--- src/rtl/alu_md_sequencer.sv ---
// Multi-cycle MULTU/DIVU engine that borrows the shared 32-bit ALU; results land in HI/LO.
// Optional feature: define MD_EARLY_OUT_EN for MULTU early termination (M_FIX state).
`ifndef ALU_ADD
`define ALU_ADD  3'd0
`endif
`ifndef ALU_SUB
`define ALU_SUB  3'd1
`endif
`ifndef ALU_CMPU
`define ALU_CMPU 3'd2
`endif

module alu_md_sequencer (
  input  logic        CLK,
  input  logic        Reset,
  input  logic        Start,
  input  logic        Op,
  input  logic [31:0] OpA,
  input  logic [31:0] OpB,
  input  logic [31:0] ALUResult,
  output logic [2:0]  ALUOp,
  output logic [31:0] ALUA,
  output logic [31:0] ALUB,
  output logic        AluOwn,
  output logic        Busy,
  output logic        Done,
  output logic        DivByZero,
  output logic [31:0] HI,
  output logic [31:0] LO
);

  typedef enum logic [2:0] {IDLE, M_ADD, M_CARRY, D_CMP, D_SUB, M_FIX, DONE} state_t;

  state_t      state, next;
  logic [31:0] hi, lo, breg, t;
  logic [4:0]  cnt;
  logic        lt, dbz;
  logic [31:0] r;
  logic        ovf;

  // Partial remainder after shifting in the next dividend bit; ovf is its 33rd bit.
  assign r   = {hi[30:0], lo[31]};
  assign ovf = hi[31];

`ifdef MD_EARLY_OUT_EN
  logic        early;
  logic [63:0] fix;
  // Remaining multiplier bits all zero: the rest of the loop would only shift.
  assign early = ((lo & (32'hFFFF_FFFF >> cnt)) == 32'd0);
  assign fix   = {hi, lo} >> (6'd32 - {1'b0, cnt});
`endif

  always_comb begin
    next   = state;
    ALUOp  = `ALU_ADD;
    ALUA   = 32'd0;
    ALUB   = 32'd0;
    AluOwn = 1'b0;
    case (state)
      IDLE:
        if (Start) next = !Op ? M_ADD : (OpB == 32'd0 ? DONE : D_CMP);
      M_ADD: begin
        AluOwn = 1'b1;
`ifdef MD_EARLY_OUT_EN
        if (early) next = M_FIX;
        else begin
          ALUA = hi;
          ALUB = lo[0] ? breg : 32'd0;
          next = M_CARRY;
        end
`else
        ALUA = hi;
        ALUB = lo[0] ? breg : 32'd0;
        next = M_CARRY;
`endif
      end
      M_CARRY: begin
        AluOwn = 1'b1;
        ALUOp  = `ALU_CMPU;
        ALUA   = t;
        ALUB   = hi;
        next   = (cnt == 5'd31) ? DONE : M_ADD;
      end
      D_CMP: begin
        AluOwn = 1'b1;
        ALUOp  = `ALU_CMPU;
        ALUA   = r;
        ALUB   = breg;
        next   = D_SUB;
      end
      D_SUB: begin
        AluOwn = 1'b1;
        ALUOp  = `ALU_SUB;
        ALUA   = r;
        ALUB   = breg;
        next   = (cnt == 5'd31) ? DONE : D_CMP;
      end
`ifdef MD_EARLY_OUT_EN
      M_FIX: begin
        AluOwn = 1'b1;
        next   = DONE;
      end
`endif
      DONE:    next = IDLE;
      default: next = IDLE;
    endcase
  end

  always_ff @(posedge CLK) begin
    if (Reset) begin
      state <= IDLE;
      hi    <= 32'd0;
      lo    <= 32'd0;
      breg  <= 32'd0;
      t     <= 32'd0;
      cnt   <= 5'd0;
      lt    <= 1'b0;
      dbz   <= 1'b0;
    end else begin
      state <= next;
      case (state)
        IDLE:
          if (Start) begin
            breg <= OpB;
            dbz  <= 1'b0;
            cnt  <= 5'd0;
            if (Op && OpB == 32'd0) begin
              hi  <= OpA;
              lo  <= 32'hFFFF_FFFF;
              dbz <= 1'b1;
            end else begin
              hi <= 32'd0;
              lo <= OpA;
            end
          end
        M_ADD: t <= ALUResult;
        M_CARRY: begin
          // Carry out of the add is recovered as (sum < old HI).
          hi  <= {ALUResult[0], t[31:1]};
          lo  <= {t[0], lo[31:1]};
          cnt <= cnt + 5'd1;
        end
        D_CMP: lt <= ALUResult[0] & ~ovf;
        D_SUB: begin
          hi  <= lt ? r : ALUResult;
          lo  <= {lo[30:0], ~lt};
          cnt <= cnt + 5'd1;
        end
`ifdef MD_EARLY_OUT_EN
        M_FIX: {hi, lo} <= fix;
`endif
        default: ;
      endcase
    end
  end

  assign Busy      = (state != IDLE) && (state != DONE);
  assign Done      = (state == DONE);
  assign DivByZero = dbz;
  assign HI        = hi;
  assign LO        = lo;

endmodule

--- config.mk ---
export PLATFORM = sky130hd
export DESIGN_NAME = alu_md_sequencer
export DESIGN_NICKNAME = d
export VERILOG_FILES = /design/src/rtl/alu_md_sequencer.sv
export SDC_FILE = /design/constraint.sdc
export NUM_CORES = 1
export LEC_CHECK = 0
export ABC_AREA = 1
export BUFFER_PORTS_ARGS = -buffer_cell sky130_fd_sc_hd__buf_4
export CAP_MARGIN = 10
export CORE_MARGIN = 4
export CORE_UTILIZATION = 39
export CTS_BUF_LIST = sky130_fd_sc_hd__clkbuf_8 sky130_fd_sc_hd__clkbuf_16
export DETAILED_ROUTE_END_ITERATION = 7
export PLACE_DENSITY = 0.69
export SYNTH_ARGS = -nofsm -noshare
export SYNTH_HDL_FRONTEND = slang
export SYNTH_SLANG_ARGS = --single-unit
export TNS_END_PERCENT = 1
--- constraint.sdc ---
create_clock -name CLK -period 4 [get_ports CLK]
set_clock_uncertainty 0.15 [all_clocks]
set_input_delay 0.2 -clock CLK [delete_from_list [all_inputs] [get_ports CLK]]
set_output_delay 0.2 -clock CLK [all_outputs]
set_load 0.05 [all_outputs]
==> results of run 1 <==
## flip-flops by register name (all words and copies together), names as in the netlist
signal / count
DivByZero: 1
HI: 32
LO: 32
breg: 32
cnt: 5
lt: 1
state: 3
t: 32
## metal layers
layer  vias up  global-route usage (%)
met5         -                       0
met1      4067                    33.1
met3        64                    5.40
met2       358                    43.5
met4         0                    10.2
li1       4364                       -
## cell type report
| cell class | instances | area [µm²] |
|---|---|---|
| Fill cell | 1822 | 8210 |
| Multi-Input combinational cell | 800 | 3870 |
| Sequential cell | 138 | 2760 |
| Timing Repair Buffer | 316 | 2560 |
| Inverter | 124 | 465 |
| Clock buffer | 18 | 439 |
| Tap cell | 234 | 293 |
| Clock inverter | 14 | 161 |
## where the power goes
group | switching (mW) | leakage (nW) | internal, mW
Combinational | 1.63 | 3.25 | 0.677
Clock | 0.663 | 0.290 | 0.950
Sequential | 0.199 | 1.14 | 1.63
Total | 2.49 | 4.68 | 3.25
## stage by stage
step	instances	utilization, %
final	1644	56.3
after floorplan	1153	-
after detailed placement	1545	49.5
after global routing	1644	56.3
after CTS	1644	56.3
after global placement	1545	49.5
## Yosys cell counts (all sizes together)
| master | n | share of area, % |
|---|---|---|
| inv | 124 | 6.2 |
| dfxtp | 138 | 37 |
| a211oi | 2 | 0.27 |
| o21ai | 191 | 13 |
| o221ai | 31 | 3.6 |
| o22ai | 33 | 2.8 |
| a31oi | 1 | 0.084 |
| o211ai | 3 | 0.30 |
| nand3 | 105 | 7.0 |
| nor3 | 4 | 0.33 |
| a21oi | 107 | 7.2 |
| nor2 | 159 | 8.2 |
| clkbuf | 52 | 2.6 |
| ha | 2 | 0.33 |
| nand4 | 1 | 0.084 |
| nand2 | 157 | 8.0 |
| conb | 1 | 0.050 |
| nor3b | 1 | 0.10 |
| or2 | 2 | 0.17 |
| buf | 39 | 2.9 |
## worst reg2reg max path: cells and delay by family (launching register included)
family / cells / cell delay (ps)
AND/OR/NAND/NOR: 6 / 1150
buffers and inverters: 2 / 900
flip-flops: 1 / 460
AO/OA/AOI/OAI: 1 / 110
## worst max path at each step
| stage | endpoint | cells after the start |
|---|---|---|
| finish | ALUA[2] | 7 |
| floorplan | ALUA[17] | 7 |
| global placement | ALUA[2] | 7 |
| global route | ALUA[14] | 7 |
| CTS | ALUA[2] | 7 |
| detailed placement | ALUA[2] | 7 |
## placed cells by master (no fill, tap or decap), types with 33 or more instances in the layout
master / count
a21oi_1: 107
inv_1: 120
o21ai_0: 185
o22ai_1: 33
nand2_1: 154
dfxtp_1: 137
nand3_1: 104
nor2_1: 154
dlygate4sd3_1: 67
buf_4: 247
## logic make-up after synthesis
| logic type | count (synthesis) |
|---|---|
| AND/OR/NAND/NOR | 429 |
| AO/OA/AOI/OAI | 368 |
| buffers and inverters | 215 |
| flip-flops | 138 |
| adder cells (fa/ha/maj) | 2 |
| other | 1 |
==> out/qor.tcl, run 1 <==
set qor(run_status) {finished clean}
set qor(transition_time_at_the_pin_with_the_least_slew_margin_ps) 1070
set qor(worst_path_largest_cell_delay_ps) 840
set qor(min_path_type) {input port to flop}
set qor(final_layout_size_suffix_gt1_share_pct) 21.3
set qor(std_cell_rows) 50
set qor(initial_core_util_pct) 39.9
set qor(setup_slack_of_the_worst_register_to_register_path_ps) 1130
set qor(wl_met3_um) 1990
set qor(cts_num_sinks) 138
set qor(cp.required_ps) 3650
set qor(relSlewSlack_pct) 28.7
set qor(synth-simple-area-share_pct) 24.0
set qor(port-buffer-count) 233
set qor(antenna_found_initial) 0
set qor(critPathLaunch) {state[1]$_SDFFE_PP0P_}
set qor(detailedPlacementHpwl_um) 19700
set qor(rsz0062_at_grt) {false}
set qor(n_antenna_cell) 0
set qor(timing.critical_path.cells) {nor2_4 -> nand2_4 -> inv_2 -> nor2_2 -> buf_4 -> o221ai_1 -> buf_4}
set qor(critical_path.reg2reg.startpoint) {state[1]$_SDFFE_PP0P_}
set qor(timing.setup.critical_path_class) {flop to primary output}
set qor(worst_r2r_path_depth) 9
set qor(synthDistinctLibCells) 31
set qor(routed-via-count) 8853
set qor(worst_hold_path.num_cells) 3
set qor(syn_to_final_growth_pct) 41.2
set qor(worst_hold_startpoint) {Start}
set qor(cts_tree) {yes}
set qor(r2r-end) {cnt[2]$_SDFFE_PP0P_}
set qor(vdd.ir_drop.worst_uv) 311
set qor(die-height_um) 147
set qor(fin_worst_hold_slack_ps) 22.5
set qor(holdBufCountCts) 67
set qor(synth-seq-area-share_pct) 36.9
set qor(routedWlPerCell_um) 17.5
set qor(pin_count_of_the_biggest_net_entering_global_routing) 75
set qor(io_pins) 235
set qor(detail_route.drc_violations) 0
set qor(power_density_relative_to_cell_area_nw_per_um2) 544
set qor(achievable-frequency_mhz) 298
set qor(first_global_vias) 8744
set qor(synth.mux.area_fraction_pct) 0
set qor(clock_tree.buffer_depth) 2
set qor(synth_compound_gate_area_share_pct) 27.0
set qor(met2_wire_length_um) 13800
set qor(design.die.area_um2) 21500
set qor(cp-start-kind) {flop}
set qor(post_synth_xor_area_fraction_pct) 0
set qor(worstPathBufferInverterCount) 3
set qor(global_route_wire_length_before_repair_um) 45500
set qor(final_hold_viol_count) 0
set qor(cts_resized) 0
set qor(drv.max_cap_violation_count) 0
set qor(synthesis.nets) 1255
set qor(main_combinational_cell_family_by_area_after_synthesis) {compound AO/OA/AOI/OAI gates}
set qor(routed_via_density) 5.39
set qor(p_leak_nw) 4.68
set qor(flip_flop_and_latch_count_after_synthesis) 138
set qor(slew_viol_final) 0
set qor(timing.final.setup_violations) 0
set qor(final_cell_area_um2) 10600
set qor(numCtsBuffers) 17
set qor(synth_adder_area_share_pct) 0.335
set qor(timing.critical_path.max_delay_family) {simple AND/OR/NAND/NOR gates}
set qor(final_antenna_net_count) 0
set qor(num-nets-final) 1499
set qor(detailedPlace.worstSlack_ps) 1150
set qor(die_width_um) 147
set qor(timing.critical_path.to_type) {primary output}
set qor(clk_latency_ps) 430
set qor(global_route.overflow_total) 0
set qor(gpl.final_weighted_congestion) 0.942
set qor(total_power_mw) 5.74
set qor(route.layer.met1.wl_um) 12100
set qor(final_period_minus_worst_setup_slack_ps) 3360
set qor(post_synth_inst_count) 1153
set qor(top_signal_layer_used) {met4}
set qor(worst-path-max-fanout) 36
set qor(post_cts_buffers) 0
set qor(hold-path-endpoint) {state[0]$_SDFFE_PP0P_}
set qor(core_um2) 18800
set qor(ys_warn_count) 0
set qor(first_pass_iters) 5
set qor(fin_tns_setup_ps) 0
set qor(synth.avg_cell_area_um2) 6.49
set qor(groute.usage.overall_pct) 26.1
set qor(path_clk_slew_ps) 60
set qor(drt_wl_total_um) 28800
set qor(period_share_pct) 83.9
set qor(detail_route.iter0.violations) 653
set qor(cts_htree_levels) 4
set qor(placement.cell_area_um2) 9290
set qor(arrival_worst_endpoint_ps) 3010
set qor(top_cell_by_count_worst_path) {buf_4}
set qor(finalWorstSetupSlack_ps) 644
set qor(syn_area_um2) 7480
set qor(worst_path_max_delay_cell) {nor2_2}
set qor(clockRootBuffer) {clkbuf_16}
Power figures use the tool's default switching activity.
==> run 2: changes to the inputs <==
Settings changed: PLACE_DENSITY 0.69 to 0.71.
Clock period 4 ns to 3.06 ns, I/O delays scaled along.
==> run 2 against run 1 <==
Worst setup slack worse by 400 ps. Wire length is 0.54% higher. Hold slack worse by 16 ps.
==> out/qor.tcl, run 2 (synthesized netlist as in run 1, its figures left out) <==
set qor(routedWlPerCell_um) 17.5 ;# about the same
set qor(cp.required_ps) 2760 ;# -890 ps
set qor(path_clk_slew_ps) 60 ;# about the same
set qor(cts_num_sinks) 138 ;# unchanged
set qor(initial_core_util_pct) 39.9 ;# unchanged
set qor(instances_no_fill) 1653 ;# +0.55%
set qor(numCtsBuffers) 17 ;# unchanged
set qor(worst_path_max_delay_cell) {inv_2}
set qor(io_pins) 235 ;# unchanged
set qor(cts_htree_levels) 4 ;# unchanged
set qor(n_antenna_cell) 0 ;# unchanged
set qor(regArea_um2) 2760 ;# unchanged
set qor(vdd.ir_drop.worst_uv) 426 ;# +37%
set qor(dpl.cell_count) 1549 ;# +0.26%
set qor(relSlewSlack_pct) 25.9 ;# -2.9 points
set qor(timing.final.setup_violations) 0 ;# unchanged
set qor(num-fill-cells) 1809 ;# -0.71%
set qor(clockRootBuffer) {clkbuf_16}
set qor(min_path_type) {input port to flop}
set qor(hold-path-endpoint) {LO[3]$_SDFFE_PP0P_}
set qor(worst_r2r_path_depth) 8 ;# -1
set qor(power_density_relative_to_cell_area_nw_per_um2) 705 ;# +30%
set qor(arrival_worst_endpoint_ps) 2510 ;# -500 ps
set qor(detailedPlacementHpwl_um) 19900 ;# +1.1%
set qor(clock_tree.buffer_depth) 2 ;# unchanged
set qor(final_layout_size_suffix_gt1_share_pct) 21.4 ;# +0.15 points
set qor(antenna_found_initial) 0 ;# unchanged
set qor(core_um2) 18800 ;# unchanged
set qor(timing.critical_path.cells) {nor3_2 -> inv_2 -> o221ai_1 -> buf_4}
set qor(first_global_vias) 8469 ;# -3.1%
set qor(die-height_um) 147 ;# unchanged
set qor(final_hold_viol_count) 0 ;# unchanged
set qor(pin_count_of_the_biggest_net_entering_global_routing) 68 ;# -9.3%
set qor(critical_path.reg2reg.startpoint) {state[2]$_SDFFE_PP0P_}
set qor(cts_resized) 0 ;# unchanged
set qor(first_pass_iters) 5 ;# unchanged
set qor(port-buffer-count) 233 ;# unchanged
set qor(cts_tree) {yes}
set qor(gpl.final_weighted_congestion) 0.938 ;# -0.45%
set qor(die_width_um) 147 ;# unchanged
set qor(timing.setup.critical_path_class) {flop to primary output}
set qor(syn_to_final_growth_pct) 42.0
set qor(run_status) {finished clean}
set qor(post_cts_buffers) 0 ;# unchanged
set qor(final_period_minus_worst_setup_slack_ps) 2820
set qor(final_antenna_net_count) 0 ;# unchanged
set qor(worst_hold_startpoint) {OpA[3]}
set qor(layout.cells.most_common_list) {252 x buf_4, 185 x o21ai_0, 154 x nor2_1, 154 x nand2_1, 137 x dfxtp_1}
set qor(cp-start-kind) {flop}
set qor(worst-path-max-fanout) 62 ;# +72%
set qor(worst_path_largest_cell_delay_ps) 810 ;# -30 ps
set qor(detail_route.iter0.violations) 745 ;# +14%
set qor(period_share_pct) 92.0
set qor(multi_input_comb_area_um2) 3870 ;# unchanged
set qor(transition_time_at_the_pin_with_the_least_slew_margin_ps) 1110 ;# +41.2 ps
set qor(drt_wl_total_um) 29000 ;# +0.54%
set qor(std_cell_rows) 50 ;# unchanged
set qor(slew_viol_final) 0 ;# unchanged
set qor(layout_commonest_cell) {buf_4}
set qor(global_route.overflow_total) 0 ;# unchanged
set qor(p_leak_nw) 4.70 ;# +0.39%
set qor(num-nets-final) 1508 ;# +0.60%
set qor(r2r-end) {LO[14]$_SDFFE_PP0P_}
set qor(routed-via-count) 8934 ;# +0.91%
set qor(setup_slack_of_the_worst_register_to_register_path_ps) 580 ;# -550 ps
set qor(worst_hold_path.num_cells) 5 ;# +2
set qor(design.die.area_um2) 21500 ;# unchanged
set qor(total_power_mw) 7.49 ;# +30%
set qor(fin_tns_setup_ps) 0 ;# unchanged
set qor(worstPathBufferInverterCount) 2 ;# -1
set qor(timing.critical_path.to_type) {primary output}
set qor(rsz0062_at_grt) {false}
set qor(drv.max_cap_violation_count) 0 ;# unchanged
set qor(routed_via_density) 5.40 ;# +0.37%
set qor(detail_route.drc_violations) 0 ;# unchanged
set qor(holdBufCountCts) 72 ;# +7.5%
set qor(timing.critical_path.max_delay_family) {buffers and inverters}
set qor(achievable-frequency_mhz) 355
set qor(clk_latency_ps) 430 ;# about the same
set qor(global_route_wire_length_before_repair_um) 45000 ;# -1.3%
set qor(groute.usage.overall_pct) 25.9 ;# -0.22 points
-- run 2: report_power, final --
group          internal (mW)  switching, mW  total (mW)
combinational          0.887           2.14        3.02
sequential              2.13          0.262        2.39
clock                   1.21          0.865        2.08
total                   4.23           3.27        7.49
-- run 2: worst max-delay path by stage --
stage	startpoint	end	cells past startpoint
after detailed placement	state[2]$_SDFFE_PP0P_	LO[14]$_SDFFE_PP0P_	8
after floorplan	state[1]$_SDFFE_PP0P_	ALUA[17]	7
final	state[2]$_SDFFE_PP0P_	ALUA[2]	4
after CTS	state[2]$_SDFFE_PP0P_	ALUA[2]	4
after global routing	state[1]$_SDFFE_PP0P_	ALUB[14]	7
after global placement	state[2]$_SDFFE_PP0P_	ALUA[2]	4
-- run 2: area by class of cell --
class | count | share of cell area [%]
flip-flops and latches | 138 | 26.0
clock buffers | 17 | 4.01
repair buffers | 325 | 24.8
inverters | 124 | 4.38
well taps | 234 | 2.76
clock inverters | 15 | 1.57
multi-input cells | 800 | 36.5
-- run 2: stage by stage --
stage / hold WS (ps) / worst slack, ps / utilization, % / area (µm²)
after detailed placement: 238 / 630 / 49.6 / 9310
after CTS: 3.58 / 243 / 56.6 / 10600
after floorplan: 72.1 / 236 / - / 7480
final: 6.54 / 245 / 56.6 / 10600
after global routing: 26.5 / 104 / 56.6 / 10600
after global placement: 237 / 733 / 49.6 / 9310
-- run 2: worst min-delay path: stages --
cell	delay, ps
buf_4	80
nand3_1	90
nand3_1	80
nor2_1	40
a21oi_1	120
-- run 2: layer usage --
layer,GRT usage [%],vias up,share of wire [%]
met5,0,-,0
met4,10.4,0,3.3
met3,4.84,64,7.2
met2,43.4,384,48
met1,32.8,4116,42
li1,-,4370,-
==> run 3: changes to the inputs <==
Settings changed: MAX_ROUTING_LAYER from default to met4.
==> run 3 against run 2 <==
Non-clock buffer count down 3. Wire length about the same. Design area up 0.34%. Sequential share of layout area down 0.089 points. Clock power up 7%. Utilization up 0.19 points. Register-to-register slack about the same. Via count up 0.26%. Die area unchanged. Final cell count down 0.12%. Total power up 1.9%. Sequential power about the same. Critical path type unchanged. Critical endpoint is now ALUB[21].
==> out/qor.tcl, run 3 (synthesized netlist as in run 1, its figures left out) <==
set qor(transition_time_at_the_pin_with_the_least_slew_margin_ps) 1120 ;# +4.99 ps
set qor(cts_htree_levels) 4 ;# unchanged
set qor(worst-path-max-fanout) 34 ;# -45%
set qor(pin_count_of_the_biggest_net_entering_global_routing) 68 ;# unchanged
set qor(met2_wire_length_um) 14000 ;# +1.2%
set qor(layout.cells.most_common_list) {249 x buf_4, 185 x o21ai_0, 154 x nor2_1, 154 x nand2_1, 137 x dfxtp_1}
set qor(worst_r2r_path_depth) 7 ;# -1
set qor(min_path_type) {input port to flop}
set qor(period_share_pct) 92.1 ;# +0.13 points
set qor(wl_met3_um) 2160 ;# +3.4%
set qor(routed_via_density) 5.43 ;# +0.38%
set qor(vdd.ir_drop.worst_uv) 488 ;# +15%
set qor(p_leak_nw) 4.73 ;# +0.66%
set qor(timing.critical_path.to_type) {primary output}
set qor(timing.setup.critical_path_class) {flop to primary output}
set qor(num-nets-final) 1505 ;# -0.20%
set qor(cts_num_sinks) 138 ;# unchanged
set qor(instances_no_fill) 1651 ;# -0.12%
set qor(dpl.cell_count) 1547 ;# -0.13%
set qor(detail_route.iter0.violations) 767 ;# +3.0%
set qor(core_um2) 18800 ;# unchanged
set qor(die_width_um) 147 ;# unchanged
set qor(cts_tree) {yes}
set qor(cp-start-kind) {flop}
set qor(fin_tns_setup_ps) 0 ;# unchanged
set qor(routedWlPerCell_um) 17.6 ;# +0.20%
set qor(holdBufCountCts) 71 ;# -1.4%
set qor(route.layer.met1.wl_um) 12200 ;# +1.2%
set qor(timing.final.setup_violations) 0 ;# unchanged
set qor(io_pins) 235 ;# unchanged
set qor(final_layout_size_suffix_gt1_share_pct) 21.3 ;# -0.17 points
set qor(die-height_um) 147 ;# unchanged
set qor(clockRootBuffer) {clkbuf_16}
set qor(final_period_minus_worst_setup_slack_ps) 2820 ;# +3.93 ps
set qor(top_signal_layer_used) {met4}
set qor(arrival_worst_endpoint_ps) 2520 ;# about the same
set qor(rsz0062_at_grt) {false}
set qor(path_clk_slew_ps) 60 ;# about the same
set qor(gpl.final_weighted_congestion) 0.947 ;# +0.96%
set qor(worst_hold_path.num_cells) 5 ;# unchanged
set qor(slew_viol_final) 0 ;# unchanged
set qor(achievable-frequency_mhz) 355 ;# -0.14%
set qor(run_status) {finished clean}
set qor(power_density_relative_to_cell_area_nw_per_um2) 716 ;# +1.5%
set qor(numCtsBuffers) 17 ;# unchanged
set qor(layout_commonest_cell) {buf_4}
set qor(final_hold_viol_count) 0 ;# unchanged
set qor(post_cts_buffers) 0 ;# unchanged
set qor(design.die.area_um2) 21500 ;# unchanged
set qor(clk_latency_ps) 410 ;# -20 ps
set qor(total_power_mw) 7.63 ;# +1.9%
set qor(std_cell_rows) 50 ;# unchanged
set qor(cts_resized) 0 ;# unchanged
set qor(initial_core_util_pct) 39.9 ;# unchanged
set qor(detailedPlacementHpwl_um) 19700 ;# -1.0%
set qor(syn_to_final_growth_pct) 42.4
set qor(global_route_wire_length_before_repair_um) 44700 ;# -0.66%
set qor(first_global_vias) 8313 ;# -1.8%
set qor(port-buffer-count) 233 ;# unchanged
set qor(relSlewSlack_pct) 25.7 ;# -0.22 points
set qor(num-fill-cells) 1833 ;# +1.3%
set qor(cp.required_ps) 2760 ;# about the same
set qor(routed-via-count) 8957 ;# +0.26%
set qor(detail_route.drc_violations) 0 ;# unchanged
set qor(first_pass_iters) 7 ;# +2
set qor(global_route.overflow_total) 0 ;# unchanged
set qor(final_cell_area_um2) 10700 ;# +0.34%
set qor(drt_wl_total_um) 29000 ;# about the same
set qor(clock_tree.buffer_depth) 2 ;# unchanged
set qor(drv.max_cap_violation_count) 0 ;# unchanged
set qor(final_antenna_net_count) 0 ;# unchanged
set qor(placement.cell_area_um2) 9310 ;# about the same
set qor(antenna_found_initial) 1 ;# +1
set qor(groute.usage.overall_pct) 26.3 ;# +0.44 points
==> run 3: worst max-delay path: stages (launching register included) <==
cell	delay [ps]
dfxtp_1	470
nor2_4	100
nand2_4	310
inv_2	160
a211oi_4	250
buf_4	390
o22ai_1	160
buf_4	230
==> run 3: metrics by stage <==
step / utilization (%) / hold WS [ps] / setup slack [ps]
after floorplan: - / 72.1 / 236
after global placement: 49.6 / 232 / 715
after detailed placement: 49.6 / 237 / 611
after CTS: 56.8 / 11.2 / 251
after global routing: 56.8 / 32.7 / 106
final: 56.8 / 25.5 / 241
==> run 3: worst paths after layout <==
| check | from | end | slack (ps) |
|---|---|---|---|
| max reg2reg | state[2]$_SDFFE_PP0P_ | HI[11]$_SDFFE_PP0P_ | 580 |
| max | state[1]$_SDFFE_PP0P_ | ALUB[21] | 240 |
| min | OpA[3] | LO[3]$_SDFFE_PP0P_ | 30 |
| min reg2reg | breg[15]$_SDFFE_PP0P_ | breg[15]$_SDFFE_PP0P_ | 300 |
==> run 3: cell type report <==
cell class / instances / area, µm² / area share (%)
clock buffer: 20 / 467 / 4.38
antenna: 1 / 2.50 / 0.0235
tap: 234 / 293 / 2.75
clock inverter: 12 / 171 / 1.61
inverter: 124 / 465 / 4.37
sequential: 138 / 2760 / 25.9
timing repair buffer: 322 / 2620 / 24.6
multi-input combinational: 800 / 3870 / 36.4
==> run 3: power by group <==
| group | internal, mW | total [mW] | switching (mW) | leakage (nW) |
|---|---|---|---|---|
| logic | 0.883 | 3.03 | 2.14 | 3.28 |
| clock network | 1.42 | 2.22 | 0.791 | 0.313 |
| registers | 2.13 | 2.39 | 0.263 | 1.14 |
| total | 4.43 | 7.63 | 3.20 | 4.73 |
==> run 3: routing by layer <==
layer | global-route usage (%) | vias up
met5 | - | -
met1 | 33.2 | 4139
met2 | 43.5 | 406
met3 | 4.78 | 43
met4 | 7.06 | 0
li1 | - | 4369
